<file path="src/rtl/pwm_pkg.sv">
// Shared encodings for the multiphase PWM: carrier mode, count direction
// and the period-boundary predicate.
package pwm_pkg;

   typedef enum logic {
      MODE_EDGE   = 1'b0,
      MODE_CENTER = 1'b1
   } carrier_mode_t;

   localparam logic DIR_UP   = 1'b1;
   localparam logic DIR_DOWN = 1'b0;

   // A period starts on the tick that leaves carrier 0 while counting up.
   function automatic logic is_boundary(input logic tick, input logic at_zero, input logic dir);
      return tick && at_zero && (dir == DIR_UP);
   endfunction

endpackage

</file>
<file path="src/rtl/pwm_deadtime_ch.sv">
// One complementary output pair: raw edge detect, dead-band counter and
// registered high/low drive. clear (disable/fault) restarts from both-off.
module pwm_deadtime_ch
   import pwm_pkg::*;
#(
   parameter int DT_WIDTH = 8
) (
   input  logic                clk,
   input  logic                reset,
   input  logic                clear,
   input  logic                raw,
   input  logic [DT_WIDTH-1:0] dt,
   output logic                high,
   output logic                low
);

   logic                raw_q;
   logic                fresh;
   logic [DT_WIDTH-1:0] cnt;
   logic                start;

   // After reset/clear the current raw level is treated as a new edge, so the
   // first active output is always reached through a full dead-band.
   assign start = fresh || (raw != raw_q);

   always_ff @(posedge clk) begin
      if (reset || clear) begin
         raw_q <= 1'b0;
         fresh <= 1'b1;
         cnt   <= '0;
         high  <= 1'b0;
         low   <= 1'b0;
      end else begin
         raw_q <= raw;
         fresh <= 1'b0;
         if (start) begin
            high <= raw && (dt == '0);
            low  <= !raw && (dt == '0);
            cnt  <= dt;
         end else if (cnt != '0) begin
            cnt <= cnt - DT_WIDTH'(1);
            if (cnt == DT_WIDTH'(1)) begin
               high <= raw_q;
               low  <= !raw_q;
            end
         end
      end
   end

endmodule

</file>
<file path="src/rtl/pwm_multiphase_dt.sv">
// Multi-channel complementary PWM with shared prescaler/carrier, shadowed
// duty/dead-time/mode and per-channel dead-band. Optional macro: PWM_FAULT_EN.
module pwm_multiphase_dt
   import pwm_pkg::*;
#(
   parameter int CHANNELS   = 3,
   parameter int R          = 8,
   parameter int TIMER_BITS = 8,
   parameter int DT_WIDTH   = 8
) (
   input  logic                      clk,
   input  logic                      reset,
   input  logic                      enable,
   input  logic                      center_mode,
   input  logic [CHANNELS*(R+1)-1:0] duty,
   input  logic [TIMER_BITS-1:0]     final_value,
   input  logic [DT_WIDTH-1:0]       dt_value,
   input  logic                      load,
`ifdef PWM_FAULT_EN
   input  logic                      fault_in,
   input  logic                      fault_clear,
   output logic                      fault_latched,
`endif
   output logic [CHANNELS-1:0]       pwm_high,
   output logic [CHANNELS-1:0]       pwm_low,
   output logic                      period_start
);

   localparam logic [R-1:0] CARRIER_MAX = '1;
   localparam logic [R-1:0] CARRIER_ONE = R'(1);

   logic [TIMER_BITS-1:0]     presc;
   logic [R-1:0]              carrier;
   logic                      dir;
   logic                      tick;
   logic                      boundary;
   logic [CHANNELS*(R+1)-1:0] duty_sh;
   logic [DT_WIDTH-1:0]       dt_sh;
   carrier_mode_t             mode_sh;
   logic                      update_pending;
   logic [CHANNELS-1:0]       raw;
   logic                      ch_clear;

   assign tick         = enable && (presc == final_value);
   assign boundary     = is_boundary(tick, carrier == '0, dir);
   assign period_start = boundary;

   always_ff @(posedge clk) begin
      if (reset || !enable) begin
         presc   <= '0;
         carrier <= '0;
         dir     <= DIR_UP;
      end else begin
         presc <= tick ? '0 : presc + TIMER_BITS'(1);
         if (tick) begin
            if (mode_sh == MODE_EDGE) begin
               carrier <= carrier + CARRIER_ONE;
               dir     <= DIR_UP;
            end else if (dir == DIR_UP) begin
               carrier <= (carrier == CARRIER_MAX) ? carrier - CARRIER_ONE : carrier + CARRIER_ONE;
               if (carrier == CARRIER_MAX) dir <= DIR_DOWN;
            end else begin
               carrier <= carrier - CARRIER_ONE;
               if (carrier == CARRIER_ONE) dir <= DIR_UP;
            end
         end
      end
   end

   // A load coinciding with a boundary keeps the request pending for the next one.
   always_ff @(posedge clk) begin
      if (reset) begin
         duty_sh        <= '0;
         dt_sh          <= '0;
         mode_sh        <= MODE_EDGE;
         update_pending <= 1'b1;
      end else begin
         if (boundary && update_pending) begin
            duty_sh <= duty;
            dt_sh   <= dt_value;
            mode_sh <= carrier_mode_t'(center_mode);
         end
         if (load)          update_pending <= 1'b1;
         else if (boundary) update_pending <= 1'b0;
      end
   end

`ifdef PWM_FAULT_EN
   always_ff @(posedge clk) begin
      if (reset)            fault_latched <= 1'b0;
      else if (fault_in)    fault_latched <= 1'b1;
      else if (fault_clear) fault_latched <= 1'b0;
   end

   // fault_in acts combinationally so the pins drop on the very next clock.
   assign ch_clear = !enable || fault_in || fault_latched;
`else
   assign ch_clear = !enable;
`endif

   for (genvar k = 0; k < CHANNELS; k++) begin : g_ch
      assign raw[k] = ({1'b0, carrier} < duty_sh[k*(R+1) +: R+1]);

      pwm_deadtime_ch #(
         .DT_WIDTH(DT_WIDTH)
      ) u_ch (
         .clk  (clk),
         .reset(reset),
         .clear(ch_clear),
         .raw  (raw[k]),
         .dt   (dt_sh),
         .high (pwm_high[k]),
         .low  (pwm_low[k])
      );
   end

endmodule

</file>
<file path="config.mk">
export PLATFORM = sky130hd
export DESIGN_NAME = pwm_multiphase_dt
export DESIGN_NICKNAME = d
export VERILOG_FILES = /design/src/rtl/pwm_pkg.sv /design/src/rtl/pwm_deadtime_ch.sv /design/src/rtl/pwm_multiphase_dt.sv
export SDC_FILE = /design/constraint.sdc
export NUM_CORES = 1
export LEC_CHECK = 0
export ABC_CLOCK_PERIOD_IN_PS = 3500
export CAP_MARGIN = 20
export CELL_PAD_IN_SITES_DETAIL_PLACEMENT = 1
export CELL_PAD_IN_SITES_GLOBAL_PLACEMENT = 2
export CORE_ASPECT_RATIO = 0.7
export CORE_MARGIN = 5
export CORE_UTILIZATION = 37
export CTS_BUF_LIST = sky130_fd_sc_hd__clkbuf_16
export CTS_CLUSTER_DIAMETER = 150
export DETAILED_ROUTE_END_ITERATION = 7
export GPL_ROUTABILITY_DRIVEN = 1
export HOLD_SLACK_MARGIN = 0.1
export PLACE_DENSITY = 0.82
export SYNTH_ARGS = -nofsm -noshare
export SYNTH_HDL_FRONTEND = slang
export SYNTH_SLANG_ARGS = --single-unit
</file>
<file path="constraint.sdc">
create_clock -name clk -period 3.5 [get_ports clk]
set_input_delay 0.35 -clock clk [delete_from_list [all_inputs] [get_ports clk]]
set_output_delay 0.35 -clock clk [all_outputs]
set_load 0.02 [all_outputs]
</file>
==> results by group, run 1 <==
Status
  – Status: complete, no violations

Critical path
  – Arr. time, crit path: 2.38 ns
  – Crit path capture type: primary output
  – Startpoint types: register
  – Slowest-stage cell, CP: clkdlybuf4s50_1
  – Crit-path max FO: 11
  – Worst path cell trace: nor4_4, nor3b_2, and4_1, clkdlybuf4s50_1
  – Largest stage delay, worst path: 0.62 ns
  – Worst EP required: 3.15 ns
  – Worst setup path class: reg -> out

Final layout
  – Fillcell total: 1525
  – ANT cells: 0
  – FF/Latch Area: 1760 um^2
  – Fraction of layout cells with a size suffix above 1: 5.67%
  – Final nets: 694
  – Multi-input gate area: 2880 um^2
  – Area growth, synth to finish: 17.5%
  – Fin util: 44.4%

Job
  – Max-cap violations: 0

Synthesis
  – Syn Inst Count: 574
  – Syn_nets: 654
  – Most frequent cell after synthesis: dfxtp_1
  – Mapped Area: 4960 um^2
  – #FFs+latches synth: 88
  – Synth cell count leaders: dfxtp_1 (88), nor2_1 (74), mux2i_1 (53)
  – Async set-reset flop share out of synthesis: 0%
  – Register area share after synthesis: 35.5%
  – Synth Warn #: 0
  – Avg Inst Size Synth: 8.64 um^2
  – Ys flop type: dfxtp_1
  – Top cells by area, synth: dfxtp_1 (36%), mux2i_1 (11%), ha_1 (8.1%)
  – Area share of the largest cell type after synthesis: 35.5%
  – Yosys cell types: 52
  – Post-synth EDFFs: 0
  – Post-synth top area cell: dfxtp_1

Clock network
  – Setup bufs post-CTS: 0
  – CTS root buf: clkbuf_16
  – Post_cts resized: 0
  – Worst skew pair latency: 0.34 ns
  – Hold_buf cts: 0
  – Clk slew on worst S/H paths: 0.06 ns
  – CTS tree: built
  – Clk buf depth: 2
  – CTS buffer count: 9
  – CTS H-Tree Depth: 3
  – Clk sinks: 88

Timing
  – Slew HR: 39.4%
  – Worst-Margin Slew: 0.910 ns
  – Final slew viol count: 0
  – RSZ-0062 raised after global routing: false
  – Final hold vios: 0
  – Setup TNS: 0 ns
  – Final period utilization: 77.9%
  – Clk_skew: 0.00623 ns
  – Maximum operating frequency: 367 MHz
  – Final setup vio count: 0
  – Post-route minimum period: 2.73 ns

Global routing
  – First-pass GRT wire length: 22300 um
  – Vias in the first global route: 4421
  – Largest net degree at the start of global routing: 38
  – Gr busiest metal: met2
  – Grt ovf: 0
  – Tot GR Track Use: 17.4%
  – Met1 usage: 24.2%
  – M2 GR Usage: 27.6%
  – Initial antenna violation count: 0
  – Met3 GRT Util: 3.63%

Route
  – DRT Pass-1 Iters: 4
  – Drt drc: 0
  – Routed WL per cell: 16.8 um
  – Total number of vias: 4128
  – Initial DRC count: 207
  – WL final: 13100 um
  – Antenna Nets Post-Route: 0
  – Via density: 5.27

Place
  – PortBufs: 54
  – Routability Congestion: 0.792
  – Post-DP HPWL: 10000 um

Power and ir drop
  – Max VDD drop: 0.000234 V
  – P per Cell Area: 348 nW/um^2
  – LEAKAGE: 2.43 nW

Floorplanning
  – CORE AREA: 13100 um^2
  – Die W: 148 um
  – Total Die Area: 15900 um^2
  – Initial Util: 37.8%
  – Die Y: 107 um
  – Ports: 55
  – Cell Rows: 35

Worst hold path
  – Worst min path class: reg -> reg
## cells in the final DEF (no fill, tap or decap), drive strengths merged, types with 6 or more instances in the layout
cell / n
a211oi: 8
a21oi: 28
and3: 8
buf: 6
clkbuf: 9
clkdlybuf4s50: 54
dfxtp: 88
ha: 32
inv: 38
mux2i: 53
nand2: 38
nand3: 23
nand4: 10
nor2: 74
nor2b: 6
nor3: 16
nor4: 9
o21ai: 30
xnor2: 23
xor2: 12
## metal layers
layer | vias up | routed length, um
li1 | 2067 | -
met5 | - | 0
met4 | 0 | 114
met2 | 73 | 5880
met1 | 1980 | 6640
met3 | 8 | 503
## cell families (layout without fill, tap and decap cells)
family	Yosys count	count (layout)	synth area share [%]
and+or+nand+nor	212	212	21.4
DFF	88	88	35.5
AOI/OAI and AO/OA	81	81	10.2
buffers and inverters	68	111	6.46
muxes	58	58	11.8
xor gates and xnor gates	35	35	6.48
adders and majority gates	32	32	8.07
## area by class of cell
type | instances | area share (%)
multi-input cells | 418 | 49.5
clock buffers | 9 | 3.86
repair buffers | 60 | 10.0
well taps | 166 | 3.56
flip-flops and latches | 88 | 30.2
inverters | 37 | 2.38
clock inverters | 5 | 0.472
## per-stage QoR
step / std cells / hold WS (ns) / worst slack, ns / total power, W / cell area [um^2]
final: 783 / 0.496 / 0.773 / 0.00203 / 5830
after CTS: 783 / 0.499 / 0.762 / 0.00206 / 5830
after floorplan: 574 / 0.444 / 1.45 / 0.00111 / 4960
after global placement: 769 / 0.475 / 1.03 / 0.00119 / 5580
after detailed placement: 769 / 0.481 / 0.918 / 0.00119 / 5580
after global routing: 783 / 0.524 / 0.671 / 0.00211 / 5830
## sequential cells by signal, summed over array words and instances, names as in the netlist
register         flops
carrier              8
dir                  1
dt_sh                8
duty_sh             27
g_ch.u_ch.cnt       24
g_ch.u_ch.fresh      1
g_ch.u_ch.high       3
g_ch.u_ch.low        3
g_ch.u_ch.raw_q      3
mode_sh              1
presc                8
update_pending       1
## critical path: cells and delay by family (launching register included)
family	cells	cell delay, ns
buffers and inverters	1	0.62
AND/OR/NAND/NOR	3	0.96
flip-flops	1	0.47
## power by group
part           internal, W  leakage (nW)  switching (W)  total (W)
combinational    0.0000814          1.60      0.0000698   0.000151
clock             0.000467         0.122       0.000394   0.000860
sequential         0.00101         0.710     0.00000773    0.00102
total              0.00156          2.43       0.000471    0.00203
## final timing paths
check,from,end,slack [ns],cells past startpoint
worst max-delay path,carrier[2],period_start,0.77,4
worst min-delay path,update_pending,update_pending,0.50,2
worst max register to register,carrier[6],g_ch[0].u_ch.cnt[2],0.95,7
worst min register to register,update_pending,update_pending,0.50,2
Power figures use the tool's default switching activity.
==> run 2: changes to the inputs <==
Settings changed: ABC_CLOCK_PERIOD_IN_PS 3500 to 2300, CORE_UTILIZATION 37 to 31, PLACE_DENSITY 0.82 to 0.73.
Clock period 3.5 ns to 2.3 ns, I/O delays scaled along.
==> run 2 against run 1 <==
Die area rose by 18%. Non-clock buffer count rose by 22. Setup slack got worse by 0.65 ns. Worst hold slack got worse by 0.024 ns. Sequential power rose by 52%. Clock skew barely moved. Power rose by 56%.
==> results by group, run 2 (synthesis results as in run 1) <==
Floorplanning
  – Total Die Area: 18700 um^2 (+18%)
  – Cell Rows: 38 (+8.6%)
  – Ports: 55 (unchanged)
  – Die Y: 116 um (+8.4%)
  – Die W: 161 um (+8.6%)
  – CORE AREA: 15600 um^2 (+19%)
  – Initial Util: 31.8% (-5.9 points)

Route
  – Drt drc: 0 (unchanged)
  – WL final: 13800 um (+4.6%)
  – Total number of vias: 4259 (+3.2%)
  – DRT Pass-1 Iters: 4 (unchanged)
  – Routed WL per cell: 16.4 um (-2.6%)
  – Antenna Nets Post-Route: 0 (unchanged)
  – Initial DRC count: 167 (-19%)
  – Via density: 5.06 (-3.9%)

Final layout
  – Finished Layout Cells: 841 (+7.4%)
  – Final nets: 716 (+3.2%)
  – ANT cells: 0 (unchanged)
  – Commonest non-fill, non-tap cells in the layout: dfxtp_1 (85), nor2_1 (74), mux2i_1 (53), clkdlybuf4s50_1 (53), nand2_1 (38)
  – Commonest non-fill, non-tap cell in the layout: dfxtp_1
  – Fraction of layout cells with a size suffix above 1: 9.83% (+4.2 points)
  – Max reg flops: 27 (unchanged)
  – Area growth, synth to finish: 23.1%
  – Fillcell total: 1836 (+20%)
  – Top Registers: duty_sh x27, g_ch.u_ch.cnt x24
  – Largest Register: duty_sh

Place
  – Routability Congestion: 0.824 (+4.1%)
  – Post-placement cell count: 825 (+7.3%)
  – Post-DP HPWL: 10400 um (+4.4%)
  – PortBufs: 54 (unchanged)

Critical path
  – Worst setup path class: reg -> reg
  – Slowest-stage cell, CP: dfxtp_1
  – Reg2reg end: g_ch[1].u_ch.cnt[3]
  – Crit-path max FO: 7 (-4)
  – Crit path capture type: register
  – Worst EP required: 2.57 ns (-0.58 ns)
  – FF-to-FF Start: carrier[6]
  – Register-to-register setup slack: 0.12 ns (-0.83 ns)
  – Worst path cell trace: ha_1, a211oi_1, o32ai_1, a21oi_4, xnor2_2, and2_1, buf_4, mux2i_1
  – FF-to-FF path depth: 8 (+1)
  – Startpoint types: register
  – Setup crit start: carrier[6]
  – Largest stage delay, worst path: 0.45 ns (-0.17 ns)
  – End of the critical path: g_ch[1].u_ch.cnt[3]
  – Arr. time, crit path: 2.45 ns (+0.07 ns)

Clock network
  – Clk sinks: 88 (unchanged)
  – CTS tree: built
  – CTS buffer count: 9 (unchanged)
  – Setup bufs post-CTS: 0 (unchanged)
  – Worst skew pair latency: 0.34 ns (about the same)
  – CTS root buf: clkbuf_16
  – CTS H-Tree Depth: 3 (unchanged)
  – Clk slew on worst S/H paths: 0.06 ns (about the same)
  – Clk buf depth: 2 (unchanged)

Power and ir drop
  – Switching power: 0.000769 W (+63%)
  – Part of the power in registers: 48.8% (-1.3 points)
  – Clk pwr share: 43.4% (+1.0 points)
  – Total power: 0.00317 W (+56%)
  – Logic pwr share: 7.9% (+0.4 points)
  – LEAKAGE: 2.57 nW (+5.8%)
  – Max VDD drop: 0.000274 V (+17%)
  – Internal power: 0.00240 W (+54%)
  – P per Cell Area: 519 nW/um^2 (+49%)
  – Net Sw Frac: 24.2% (+1.0 points)

Global routing
  – Tot GR Track Use: 15.4% (-1.9 points)
  – Grt ovf: 0 (unchanged)
  – First-pass GRT wire length: 22900 um (+2.9%)
  – Initial antenna violation count: 0 (unchanged)
  – Largest net degree at the start of global routing: 38 (unchanged)
  – Vias in the first global route: 4488 (+1.5%)

Timing
  – Clk_skew: 0.00641 ns (+0.000176 ns)
  – Final slew viol count: 0 (unchanged)
  – Slew HR: 51.5% (+12 points)
  – Final setup vio count: 0 (unchanged)
  – Final period utilization: 94.7%
  – Final hold vios: 0 (unchanged)
  – Min Hold Slack: 0.472 ns (-0.0240 ns)
  – RSZ-0062 raised after global routing: false
  – Post-route minimum period: 2.18 ns
  – Worst-Margin Slew: 0.721 ns (-0.189 ns)
  – Maximum operating frequency: 459 MHz
  – Setup TNS: 0 ns (unchanged)

Worst hold path
  – Worst min path class: reg -> reg

Status
  – Status: complete, no violations

Job
  – Max-cap violations: 0 (unchanged)
## run 2: timing repair
item | in CTS | in global routing
hold buffers | 0 | 0
resized for setup | 2 | 3
setup endpoints to repair | 1 | 12
## run 2: metal layers
| layer | GRT usage [%] | wire, um | vias to the layer above |
|---|---|---|---|
| met1 | 20.9 | 6860 | 2044 |
| met4 | 5.23 | 305 | 0 |
| met2 | 24.9 | 6020 | 82 |
| met3 | 3.20 | 566 | 18 |
| li1 | - | - | 2115 |
| met5 | 0 | 0 | - |
## run 2: worst max-delay path: cells and delay by family, from the launching register on
| family | cells | cell delay [ns] |
|---|---|---|
| buffers and inverters | 1 | 0.17 |
| flip-flops | 1 | 0.45 |
| AND/OR/NAND/NOR | 1 | 0.17 |
| XOR/XNOR | 1 | 0.15 |
| AO/OA/AOI/OAI | 3 | 0.69 |
| multiplexers | 1 | 0.18 |
| adder cells (fa/ha/maj) | 1 | 0.29 |
## run 2: per-stage QoR
step           instance area [um^2]  setup WS (ns)  util [%]
4_1_cts                        6100         0.0624      39.1
2_1_floorplan                  4960          0.245         -
3_3_place_gp                   5820         0.0442      37.3
6_report                       6110          0.121      39.2
5_1_grt                        6110         0.0141      39.2
3_5_place_dp                   5820         0.0193      37.3
## run 2: worst min-delay path by stage
stage	from	to	slack, ns	cells after the start
after detailed placement	g_ch[0].u_ch.high	g_ch[0].u_ch.high	0.47	2
after global placement	g_ch[0].u_ch.high	g_ch[0].u_ch.high	0.47	2
after global routing	load	update_pending	0.48	3
after CTS	load	update_pending	0.47	3
after floorplan	load	update_pending	0.33	2
final	g_ch[0].u_ch.high	g_ch[0].u_ch.high	0.47	2
## run 2: power groups by stage
| stage | combinational [W] | clock, W | sequential, W |
|---|---|---|---|
| after detailed placement | 0.000251 | 0 | 0.00158 |
| final | 0.000249 | 0.00138 | 0.00155 |
| after CTS | 0.000252 | 0.00144 | 0.00154 |
| after global placement | 0.000246 | 0 | 0.00158 |
| after global routing | 0.000272 | 0.00149 | 0.00155 |
| after floorplan | 0.000118 | 0 | 0.00158 |
## run 2: final cells by class
type / instances / area, um^2 / area share, %
multi-input cells: 418 / 2890 / 47.4
flip-flops and latches: 88 / 1770 / 28.9
repair buffers: 82 / 787 / 12.9
well taps: 200 / 250 / 4.10
clock buffers: 9 / 225 / 3.69
inverters: 37 / 139 / 2.27
clock inverters: 7 / 47.5 / 0.779
==> patch: new RTL, flow settings as in run 2 <==
Register the inputs `center_mode`, `duty`, `final_value`, `dt_value` and `load` before use, cleared by the reset. The logic sees them one clock later. The other inputs are not delayed to match.
--- a/src/rtl/pwm_multiphase_dt.sv
+++ b/src/rtl/pwm_multiphase_dt.sv
@@ -29,6 +29,28 @@
    localparam logic [R-1:0] CARRIER_MAX = '1;
    localparam logic [R-1:0] CARRIER_ONE = R'(1);
 
+   logic center_mode_q;
+   logic [CHANNELS*(R+1)-1:0] duty_q;
+   logic [TIMER_BITS-1:0] final_value_q;
+   logic [DT_WIDTH-1:0] dt_value_q;
+   logic load_q;
+
+   always_ff @(posedge clk) begin
+      if (reset) begin
+         center_mode_q <= '0;
+         duty_q        <= '0;
+         final_value_q <= '0;
+         dt_value_q    <= '0;
+         load_q        <= '0;
+      end else begin
+         center_mode_q <= center_mode;
+         duty_q        <= duty;
+         final_value_q <= final_value;
+         dt_value_q    <= dt_value;
+         load_q        <= load;
+      end
+   end
+
    logic [TIMER_BITS-1:0]     presc;
    logic [R-1:0]              carrier;
    logic                      dir;
@@ -41,7 +63,7 @@
    logic [CHANNELS-1:0]       raw;
    logic                      ch_clear;
 
-   assign tick         = enable && (presc == final_value);
+   assign tick         = enable && (presc == final_value_q);
    assign boundary     = is_boundary(tick, carrier == '0, dir);
    assign period_start = boundary;
 
@@ -76,11 +98,11 @@
          update_pending <= 1'b1;
       end else begin
          if (boundary && update_pending) begin
-            duty_sh <= duty;
-            dt_sh   <= dt_value;
-            mode_sh <= carrier_mode_t'(center_mode);
+            duty_sh <= duty_q;
+            dt_sh   <= dt_value_q;
+            mode_sh <= carrier_mode_t'(center_mode_q);
          end
-         if (load)          update_pending <= 1'b1;
+         if (load_q)          update_pending <= 1'b1;
          else if (boundary) update_pending <= 1'b0;
       end
    end
Formal check against the unedited RTL: not equivalent (a bounded check fails within 4 cycles, from zero or initial values and one cycle with reset high).
==> patch against run 2 <==
Wire length increased by 10%; final cell count up 17%; power rose by 73%; sequential cell count grew 45; cell area rose by 22%; synthesized area grew 22%; critical path depth down 1; synthesized cell count increased by 13%; worst setup slack got worse by 0.017 ns; largest power group is now clock.
==> patch: results (changes against run 2) <==
metric,value,unit,change
drt first-iter violations,189,,+13%
biggest regs,"duty_q x27, duty_sh x27, g_ch.u_ch.cnt x24",,
Adder-Cell Fraction of Synth Area,6.613,%,-1.5 points
global placement routability congestion,0.8182,,-0.73%
ratio of cells with drive above 1 in the final layout,9.959,%,+0.13 points
via count,4643,,+9.0%
Setup WS post-layout,0.1037,ns,-0.01728 ns
first-pass GRT wire length,25.76,mm,+12%
leak pwr,3.116,nW,+21%
pin count of the biggest net entering global routing,83,,+120%
vias in the first global route,4947,,+10%
Setup Skew,0.008149,ns,+0.001738 ns
cts bufs inserted,17,,+8
Fill cells,2205,,+20%
fin nets,790,,+10%
reg2reg path depth,7,,-1
reg2reg end,g_ch[1].u_ch.cnt[6],,
syn nets,727,,+11%
worst hold path type,input port to flip-flop,,
synth top area cells,"dfxtp_1 44%, mux2i_1 7.9%, ha_1 6.6%",,
status,completed,,
hpwl dp,10.98,mm,+5.2%
H-tree Lvls,4,,+1
post-synthesis mux area share,8.803,%,-3.0 points
Compound-Gate Fraction of Synth Area,9.175,%,-1.0 points
Max IR drop VDD,0.5428,mV,+98%
XOR/XNOR Fraction of Synth Area,4.629,%,-1.9 points
final WL,15.12,mm,+10%
post-synthesis cell type count,56,,+7.7%
GRT Total Usage,14.30,%,-1.1 points
clk_lat worst skew,0.42,ns,+0.08 ns
First-pass DRT Iterations,4,,unchanged
most instantiated cells after synthesis,"133 x dfxtp_1, 80 x nor2_1, 53 x nor2b_1",,
crit path DAT,2.53,ns,+0.08 ns
Setup WS pre-CTS,-0.02646,ns,-0.04576 ns
Worst Max-Slew Pin Slew,0.8228,ns,+0.1021 ns
sequential-to-total area share from yosys stat,43.98,%,+8.5 points
Crit Path Max Fanout,8,,+1
==> patch: cell count changes after synthesis, moves of 4 or more <==
cell and change:
o21ai_0 -4, a21o_1 +4, dfxtp_1 +45, and2_1 -5, nor2b_1 +47, nand2_1 -12
nor2_1 +6, mux2i_1 -5
==> patch: cell families (layout without fill, tap and decap cells) <==
| logic type | Yosys count | count (layout) |
|---|---|---|
| compound gates | 83 | 83 |
| xor+xnor | 32 | 32 |
| fa+ha+maj | 32 | 32 |
| buf+inv | 66 | 142 |
| flops | 133 | 133 |
| mux | 52 | 52 |
| simple gates | 249 | 249 |
==> patch: final cells by class <==
| cell class | count | share of cell area (%) |
|---|---|---|
| multi-input cells | 448 | 41.25 |
| repair buffers | 74 | 9.278 |
| inverters | 36 | 1.809 |
| well taps | 264 | 4.421 |
| flip-flops and latches | 133 | 35.66 |
| clock inverters | 15 | 1.892 |
| clock buffers | 17 | 5.694 |
==> patch: metal layers <==
layer / part of all wire [%] / up-vias / track usage [%]
met2: 43 / 66 / 21.33
met5: 0 / - / 0
met4: 1.5 / 0 / 5.412
met3: 2.8 / 18 / 2.855
met1: 52 / 2223 / 20.40
li1: - / 2336 / -
==> patch: through the flow <==
| stage | instances | cell area, um2 | hold WS, ns |
|---|---|---|---|
| after floorplan | 647 | 6055 | 0.3582 |
| after global placement | 955 | 6869 | 0.4153 |
| after detailed placement | 955 | 6869 | 0.4188 |
| after CTS | 987 | 7443 | 0.2831 |
| after global routing | 987 | 7471 | 0.3212 |
| final | 987 | 7471 | 0.2942 |
==> patch: worst min path at each step <==
stage / startpoint / end / slack (ns) / depth (start not counted)
floorplan: center_mode / center_mode_q / 0.36 / 1
global placement: load_q / update_pending / 0.42 / 2
detailed placement: load_q / update_pending / 0.42 / 2
CTS: reset / dir / 0.28 / 4
global route: reset / dir / 0.32 / 4
finish: reset / dir / 0.29 / 4
==> patch: worst max-delay path, stage by stage (launching register included) <==
cell      delay (ns)
dfxtp_1         0.43
ha_1            0.28
a21o_1          0.19
a221oi_2        0.31
o21ai_1         0.15
and3_1          0.24
or2_4           0.32
a211oi_2        0.20
==> patch: what timing repair did <==
| item | CTS | global route |
|---|---|---|
| gates cloned | 0 | 0 |
| setup endpoints to repair | 9 | 8 |
| endpoints found under the hold margin | 0 | 0 |
| resized for setup | 5 | 7 |
==> patch: power by group <==
| group | switching [mW] | internal (mW) | leakage, nW |
|---|---|---|---|
| Combinational | 0.235 | 0.225 | 1.76 |
| Sequential | 0.0405 | 2.38 | 1.09 |
| Clock | 1.03 | 1.58 | 0.274 |
